`config.mk`:
```
export PLATFORM = sky130hd
export DESIGN_NAME = md_req_ctrl
export DESIGN_NICKNAME = d
export VERILOG_FILES = /design/src/rtl/md_pkg.sv /design/src/rtl/md_lat_mon.sv /design/src/rtl/md_req_ctrl.sv
export SDC_FILE = /design/constraint.sdc
export NUM_CORES = 1
export LEC_CHECK = 0
export CAP_MARGIN = 10
export CORE_AREA = 2 2 115 117
export CTS_CLUSTER_SIZE = 14
export DETAILED_ROUTE_END_ITERATION = 7
export DIE_AREA = 0 0 117 119
export MAX_ROUTING_LAYER = met4
export PLACE_DENSITY = 0.69
export SLEW_MARGIN = 20
export SYNTH_ARGS = -nofsm -noshare
export SYNTH_HDL_FRONTEND = slang
export SYNTH_SLANG_ARGS = --single-unit
export TNS_END_PERCENT = 20
```
`constraint.sdc`:
```
create_clock -name clk -period 2.2 [get_ports clk]
set_input_delay 0.66 -clock clk [delete_from_list [all_inputs] [get_ports clk]]
set_output_delay 0.66 -clock clk [all_outputs]
set_load 0.01 [all_outputs]
```
`src/rtl/md_pkg.sv`:
```
// Shared encodings for the E-stage multiply/divide request controller.
package md_pkg;

   localparam int unsigned REQ_OP_W = 4;
   localparam int unsigned MOP_W    = 3;
   localparam int unsigned DATA_W   = 32;

   // Pipeline-side MD request encodings
   localparam logic [REQ_OP_W-1:0] MD_NONE  = 4'd0;
   localparam logic [REQ_OP_W-1:0] MD_MULT  = 4'd1;
   localparam logic [REQ_OP_W-1:0] MD_MULTU = 4'd2;
   localparam logic [REQ_OP_W-1:0] MD_DIV   = 4'd3;
   localparam logic [REQ_OP_W-1:0] MD_DIVU  = 4'd4;
   localparam logic [REQ_OP_W-1:0] MD_MTHI  = 4'd5;
   localparam logic [REQ_OP_W-1:0] MD_MTLO  = 4'd6;
   localparam logic [REQ_OP_W-1:0] MD_MFHI  = 4'd7;
   localparam logic [REQ_OP_W-1:0] MD_MFLO  = 4'd8;

   // MDU Multiop codes
   localparam logic [MOP_W-1:0] MOP_MULT  = 3'b000;
   localparam logic [MOP_W-1:0] MOP_MULTU = 3'b001;
   localparam logic [MOP_W-1:0] MOP_DIV   = 3'b010;
   localparam logic [MOP_W-1:0] MOP_DIVU  = 3'b011;
   localparam logic [MOP_W-1:0] MOP_MTHI  = 3'b100;
   localparam logic [MOP_W-1:0] MOP_MTLO  = 3'b101;
   localparam logic [MOP_W-1:0] MOP_IDLE  = 3'b111;

   typedef enum logic [1:0] {
      ST_IDLE   = 2'd0,
      ST_LAUNCH = 2'd1,
      ST_RUN    = 2'd2,
      ST_WRITE  = 2'd3
   } md_state_t;

   // Command payload presented to the MDU
   typedef struct packed {
      logic [MOP_W-1:0]  op;
      logic [DATA_W-1:0] rs;
      logic [DATA_W-1:0] rt;
   } md_cmd_t;

   // True for requests that start a multi-cycle MDU operation
   function automatic logic is_arith(input logic [REQ_OP_W-1:0] op);
      return (op == MD_MULT) || (op == MD_MULTU) || (op == MD_DIV) || (op == MD_DIVU);
   endfunction

   function automatic logic is_div(input logic [REQ_OP_W-1:0] op);
      return (op == MD_DIV) || (op == MD_DIVU);
   endfunction

   // Map an arithmetic request onto its Multiop code
   function automatic logic [MOP_W-1:0] arith_mop(input logic [REQ_OP_W-1:0] op);
      logic [MOP_W-1:0] m;
      m = MOP_IDLE;
      case (op)
         MD_MULT:  m = MOP_MULT;
         MD_MULTU: m = MOP_MULTU;
         MD_DIV:   m = MOP_DIV;
         MD_DIVU:  m = MOP_DIVU;
         default:  m = MOP_IDLE;
      endcase
      return m;
   endfunction

endpackage

```
`src/rtl/md_lat_mon.sv`:
```
// Checks that the MDU busy window matches the expected mult/div latency.
module md_lat_mon
   import md_pkg::*;
#(
   parameter int unsigned CNT_W = 4
) (
   input  logic             clk,
   input  logic             reset,
   input  logic             load,
   input  logic [CNT_W-1:0] load_val,
   input  logic             run,
   input  logic             md_busy,
   output logic             lat_err
);

   logic [CNT_W-1:0] cnt;

   // Count down the busy window; flag overrun (busy past zero) or early finish (busy drops with cnt left)
   always_ff @(posedge clk) begin
      if (reset) begin
         cnt     <= '0;
         lat_err <= 1'b0;
      end else if (load) begin
         cnt <= load_val;
      end else if (run) begin
         if (md_busy) begin
            if (cnt == '0) begin
               lat_err <= 1'b1;
            end else begin
               cnt <= cnt - CNT_W'(1);
            end
         end else if (cnt != '0) begin
            lat_err <= 1'b1;
         end
      end
   end

endmodule

```
`src/rtl/md_req_ctrl.sv`:
```
// E-stage initiator for the MDU: launches MD requests, returns mfhi/mflo, stalls while busy.
module md_req_ctrl
   import md_pkg::*;
#(
   parameter int unsigned MULT_LAT = 5,
   parameter int unsigned DIV_LAT  = 10,
   parameter int unsigned CNT_W    = 4
) (
   input  logic                clk,
   input  logic                reset,
   input  logic                req_valid,
   input  logic [REQ_OP_W-1:0] req_op,
   input  logic [DATA_W-1:0]   req_rs,
   input  logic [DATA_W-1:0]   req_rt,
   output logic                stall,
   output logic                rd_valid,
   output logic [DATA_W-1:0]   rd_data,
   output logic                md_start,
   output logic [MOP_W-1:0]    md_op,
   output logic [DATA_W-1:0]   md_rs,
   output logic [DATA_W-1:0]   md_rt,
   input  logic                md_busy,
   input  logic [DATA_W-1:0]   md_hi,
   input  logic [DATA_W-1:0]   md_lo,
   output logic                lat_err
);

   md_state_t        state;
   md_cmd_t          cmd_q;
   logic             req_act_c;
   logic             accept_c;
   logic             launch_c;
   logic [CNT_W-1:0] lat_load_c;

   // Only IDLE takes requests; a NONE request never holds the pipeline
   assign req_act_c  = req_valid && (req_op != MD_NONE);
   assign stall      = req_act_c && (state != ST_IDLE);
   assign accept_c   = req_act_c && !stall;
   assign launch_c   = accept_c && is_arith(req_op);
   assign lat_load_c = is_div(req_op) ? CNT_W'(DIV_LAT) : CNT_W'(MULT_LAT);

   assign md_op = cmd_q.op;
   assign md_rs = cmd_q.rs;
   assign md_rt = cmd_q.rt;

   // Request FSM with registered MDU command and read-return outputs
   always_ff @(posedge clk) begin
      if (reset) begin
         state    <= ST_IDLE;
         md_start <= 1'b0;
         cmd_q.op <= MOP_IDLE;
         cmd_q.rs <= '0;
         cmd_q.rt <= '0;
         rd_valid <= 1'b0;
         rd_data  <= '0;
      end else begin
         // Commands last one cycle; the MDU sees idle otherwise
         md_start <= 1'b0;
         cmd_q.op <= MOP_IDLE;
         rd_valid <= 1'b0;
         case (state)
            ST_IDLE: begin
               if (accept_c) begin
                  case (req_op)
                     MD_MULT, MD_MULTU, MD_DIV, MD_DIVU: begin
                        state    <= ST_LAUNCH;
                        md_start <= 1'b1;
                        cmd_q.op <= arith_mop(req_op);
                        cmd_q.rs <= req_rs;
                        cmd_q.rt <= req_rt;
                     end
                     MD_MTHI: begin
                        state    <= ST_WRITE;
                        cmd_q.op <= MOP_MTHI;
                        cmd_q.rs <= req_rs;
                     end
                     MD_MTLO: begin
                        state    <= ST_WRITE;
                        cmd_q.op <= MOP_MTLO;
                        cmd_q.rs <= req_rs;
                     end
                     MD_MFHI: begin
                        rd_valid <= 1'b1;
                        rd_data  <= md_hi;
                     end
                     MD_MFLO: begin
                        rd_valid <= 1'b1;
                        rd_data  <= md_lo;
                     end
                     // Undefined op codes are consumed as no-ops
                     default: ;
                  endcase
               end
            end
            ST_LAUNCH: state <= ST_RUN;
            // Exit follows the MDU's busy, not the latency counter
            ST_RUN:    if (!md_busy) state <= ST_IDLE;
            ST_WRITE:  state <= ST_IDLE;
            default:   state <= ST_IDLE;
         endcase
      end
   end

   md_lat_mon #(
      .CNT_W(CNT_W)
   ) u_lat_mon (
      .clk      (clk),
      .reset    (reset),
      .load     (launch_c),
      .load_val (lat_load_c),
      .run      (state == ST_RUN),
      .md_busy  (md_busy),
      .lat_err  (lat_err)
   );

endmodule
```
After elaboration in Yosys (flattened, before gate mapping)
Cells that the tools add are included.
- input bits: 136
- output and inout bits: 103
- register bits after elaboration: 108
- word-level logic and storage cells: 75
- reductions and logical operators: 29
- bitwise operators: 3
- add/subtract/negate cells: 1
- equality and inequality tests: 16
- mux-type cells: 17
- operators by type and width (operator ; count):
    35-bit one-hot mux with 3 select lines ; 1
    32-bit one-hot mux with 2 select lines ; 1
    4-bit 2-to-1 mux ; 5
    4-bit by 3-bit == test with 1-bit output, second input constant ; 4
    3-bit AND reduction ; 5
    3-bit one-hot mux with 4 select lines ; 1
    2-bit nonzero test ; 5
    4-bit by 2-bit == test with 1-bit output, second input constant ; 2
    2-bit one-hot mux with 4 select lines ; 1
    4-bit nonzero test ; 2
    2-bit inequality test, second input constant ; 3
    1-bit 2-to-1 mux ; 5
    2-bit == test, second input constant ; 2
    4-bit by 1-bit == test with 1-bit output, second input constant ; 1
    4-bit == test, second input constant ; 1
    1-bit logical AND ; 4
    4-bit zero test ; 1
    1-bit logical OR ; 4
    2-bit 2-to-1 mux ; 2
    2-bit one-hot mux with 2 select lines ; 1
    4-bit AND reduction ; 1
    2-bit OR reduction ; 2
    4-bit OR reduction ; 1
    4-bit by 1-bit subtractor with 4-bit output, second input constant ; 1
    8 further kinds ; 10

Logic depth before layout (Yosys ltp)
- depth after elaboration: 8
- depth in mapped cells: 8
- mapped depth without buffers: 6

Cells and area by module
From an unflattened synthesis, not the netlist that was laid out.
- cell total of the unflattened synthesis: 498
- area total of the unflattened synthesis: 4377.9 µm²
- modules (own cells, without submodules) (module ; sequential area each (µm²) ; cells an instance ; instances ; area an instance (µm²)):
    md_req_ctrl ; 2062.0 ; 465 ; 1 ; 4098.9
    md_lat_mon ; 100.1 ; 33 ; 1 ; 279.0

Least setup slack after synthesis
No wires, ideal clock.
- kind: input to output
- start: input req_op[0]
- end: output stall
- arrival: 1.443 ns
- required time: 1.540 ns
- stages on the path: 3
- setup slack: 0.097 ns
- cells stage by stage: buf_2 or3_4 o221a_2
- cells in the longest elaborated chain, start to end: 3
- RTL lines (element ; line ; RTL):
    start, declared ; md_req_ctrl.sv:12 ; input logic [REQ_OP_W-1:0] req_op,
    4-bit nonzero test ; md_req_ctrl.sv:36 ; assign req_act_c = req_valid && (req_op != MD_NONE);
    1-bit logical AND ; md_req_ctrl.sv:36 ;
    1-bit logical AND ; md_req_ctrl.sv:37 ; assign stall = req_act_c && (state != ST_IDLE);
    end, declared ; md_req_ctrl.sv:15 ; output logic stall,
Every way passes these cells.

Final worst setup path
Same ends and word-level chain as after synthesis.

==> flow_summary.yaml <==
run_status:
  status: "complete, no violations"
setup_path:
  reg2reg_slack_ps: 550
  worst-r2r-cell-count: 7
  worst-path-max-fanout: 2
  worst_setup_path_start_kind: "primary input"
  timing.rr.start: "state[1]"
  worstPathArrival_ps: 1530
  timing.setup.critical_path_class: "primary input to output port"
  crit_path_end_kind: "output port"
  worst_ep_required_time_ps: 1540
  critical_path.reg2reg.endpoint: "md_rs[25]"
logic_synthesis:
  ffs_w_async_s_r_synth: 0
  synth_nets: 624
  syn-mean-instance-area_sq_um: 8.87
  synthFlopType: "sky130_fd_sc_hd__dfxtp_1"
  yosys.cell_types.count: 36
  synth_edf_count: 0
  synth_seq_area_share: 0.501
  synthesis.yosys.warnings: 0
  netlist_instances: 487
  post_synth_instance_area_sq_um: 4320
  synth-seq-cells: 108
cts:
  clk_lat_worst_skew_ps: 340
  ctsRootBufferMaster: "sky130_fd_sc_hd__clkbuf_16"
  clock_sink_count: 108
  cts_hold_buffers: 0
  cts_buffer_depth: 2
  path_clk_slew_ps: 70
  tritoncts: "yes"
  cts_h_tree_lvls: 3
  cts_inserted_buffers: 9
worst_hold_path:
  hold_end: "md_rs[22]"
  hold_depth: 2
  hold_path_class: "register to register"
  hold_path_startpoint: "md_rs[22]"
finish:
  fillers: 1159
  final_core_utilization: 0.565
  fin_area_sq_um: 7280
  num_antenna_cells: 0
  synthToLayoutAreaGrowth_pct: 68.5
  finalNonFillerCells: 897
  drive_gt1_frac: 0.0860
  finalNetCount: 855
global_routing:
  antenna_found_initial: 0
  largest_net_degree_at_the_start_of_global_routing: 39
  grt_pass1_wl_mm: 19.4
  grtUsageTotal: 0.182
  first_global_vias: 4172
  overflow: 0
floorplan:
  fp.dieH_um: 119
  initial_core_utilization: 0.335
  die-width_um: 117
  placeableCoreArea_sq_um: 12900
  boundaryPins: 239
  placement_rows: 42
  die_area_sq_um: 13900
detailed_routing:
  dr.first_iter.drc_count: 149
  drtAntennaViolNets: 0
  routed_wl_mm: 12.7
  drc_errors: 0
  route.vias.total: 4294
  via_per_inst: 4.79
  first_pass_iters: 6
  drt-wirelength-per-cell_um: 14.2
sta:
  tightest_slew_ps: 450
  rsz_0062_raised_after_global_routing: "false"
  slew-limit-headroom: 0.700
  slew_violations: 0
  clock-skew-final_ps: 5.47
  holdWs_ps: 455
  setup_viol: 0
  hold_viol_final: 0
  final_worst_path_period_share: 0.994
  max_freq_mhz: 457
  final_period_minus_worst_setup_slack_ps: 2190
place:
  buffer_ports.inserted: 238
  finalWeightedCongestion: 0.754
  hpwlAfterDp_mm: 9.54
  placed_area_sq_um: 6990
  place_inst: 882
power_and_ir_drop:
  static-leakage-power_nw: 2.49
  power.density_cell_area_nw_per_um2: 604
  peakVddDrop_mv: 0.358
job:
  drv_cap: 0
[worst max path at each step]
stage                   start  endpoint  slack, ps  cells after the start
floorplan           req_op[0]     stall        100                      3
global placement    req_op[2]     stall       -720                      4
detailed placement  req_op[2]     stall       -730                      4
CTS                 req_op[1]     stall          9                      4
global route        req_op[0]     stall          2                      4
finish              req_op[0]     stall         10                      4
[state kept, by name (all words and copies together), names as in the netlist]
signal,count
md_op,3
md_rs,32
md_rt,32
md_start,1
rd_data,32
rd_valid,1
state,2
u_lat_mon.cnt,4
u_lat_mon.lat_err,1
[routing by layer]
layer / up-vias / track usage / wire length (um)
met4: 0 / 0.0824 / 367
met2: 178 / 0.309 / 6270
met5: - / - / 0
met1: 1981 / 0.198 / 5040
li1: 2107 / - / -
met3: 28 / 0.0453 / 1040
[cells in the final DEF, fill, tap and decap left out, types with 3 or more instances in the layout]
master	count
sky130_fd_sc_hd__a21oi_1	67
sky130_fd_sc_hd__a211oi_1	17
sky130_fd_sc_hd__inv_1	4
sky130_fd_sc_hd__nand2_1	130
sky130_fd_sc_hd__nand3_1	4
sky130_fd_sc_hd__clkdlybuf4s50_1	233
sky130_fd_sc_hd__buf_4	12
sky130_fd_sc_hd__dfxtp_1	108
sky130_fd_sc_hd__buf_12	10
sky130_fd_sc_hd__clkbuf_16	9
sky130_fd_sc_hd__mux2i_1	33
sky130_fd_sc_hd__nand3b_1	3
sky130_fd_sc_hd__nor2_1	37
sky130_fd_sc_hd__a211oi_2	17
[what timing repair did]
item,in CTS,in global routing
pin swaps,2,1
resized for setup,20,1
buffers inserted,1,0
setup endpoints to repair,1,3
[worst max-delay path, stage by stage]
cell	delay (ps)
sky130_fd_sc_hd__buf_2	110
sky130_fd_sc_hd__or3_4	380
sky130_fd_sc_hd__o221a_4	250
sky130_fd_sc_hd__buf_6	120
[logic make-up (layout without fill, tap and decap cells)]
group / Yosys count / in the layout / share of synthesized area
AOI/OAI and AO/OA: 108 / 108 / 0.171
xor gates and xnor gates: 3 / 3 / 0.00609
adders and majority gates: 1 / 1 / 0.00290
buffers and inverters: 43 / 277 / 0.0536
DFF: 108 / 108 / 0.501
muxes: 34 / 34 / 0.0791
and+or+nand+nor: 190 / 190 / 0.187
[area by class of cell]
class | instances | area, sq um | area share
tap | 176 | 220 | 0.0303
inverter | 4 | 15.0 | 0.00206
multi-input combinational | 336 | 1950 | 0.268
sequential | 108 | 2160 | 0.297
clock buffer | 11 | 233 | 0.0320
clock inverter | 3 | 40.0 | 0.00550
timing repair buffer | 259 | 2660 | 0.365
[where the power goes]
part	internal, mW	switching (mW)	total, mW	leakage (nW)
clock network	0.867	0.668	1.54	0.135
registers	2.04	0.0426	2.08	0.878
logic	0.469	0.308	0.777	1.48
total	3.37	1.02	4.39	2.49
[stage by stage]
stage               power (mW)  TNS [ps]  worst slack, ps
finish                    4.39         0             13.3
CTS                       4.46         0             8.72
detailed placement        2.90    -19830             -730
floorplan                 2.41         0             96.6
global route              4.59         0             2.12
global placement          2.88    -15860             -716
[synth_stat cells (3+ instances only)]
cell                       instances  area share
sky130_fd_sc_hd__a21oi_1          67       0.078
sky130_fd_sc_hd__buf_6             3      0.0078
sky130_fd_sc_hd__mux2i_1          33       0.077
sky130_fd_sc_hd__buf_4             6       0.010
sky130_fd_sc_hd__dfxtp_1         108        0.50
sky130_fd_sc_hd__nand3_1           4      0.0046
sky130_fd_sc_hd__clkbuf_1         12       0.010
sky130_fd_sc_hd__a211oi_1         17       0.030
sky130_fd_sc_hd__nor2_1           37       0.032
sky130_fd_sc_hd__nand2_1         130        0.11
sky130_fd_sc_hd__a211oi_2         17       0.049
sky130_fd_sc_hd__nand3b_1          3      0.0052
sky130_fd_sc_hd__buf_2            17       0.020
sky130_fd_sc_hd__inv_1             4      0.0035
Note: power is estimated with default switching activity, not from simulation.
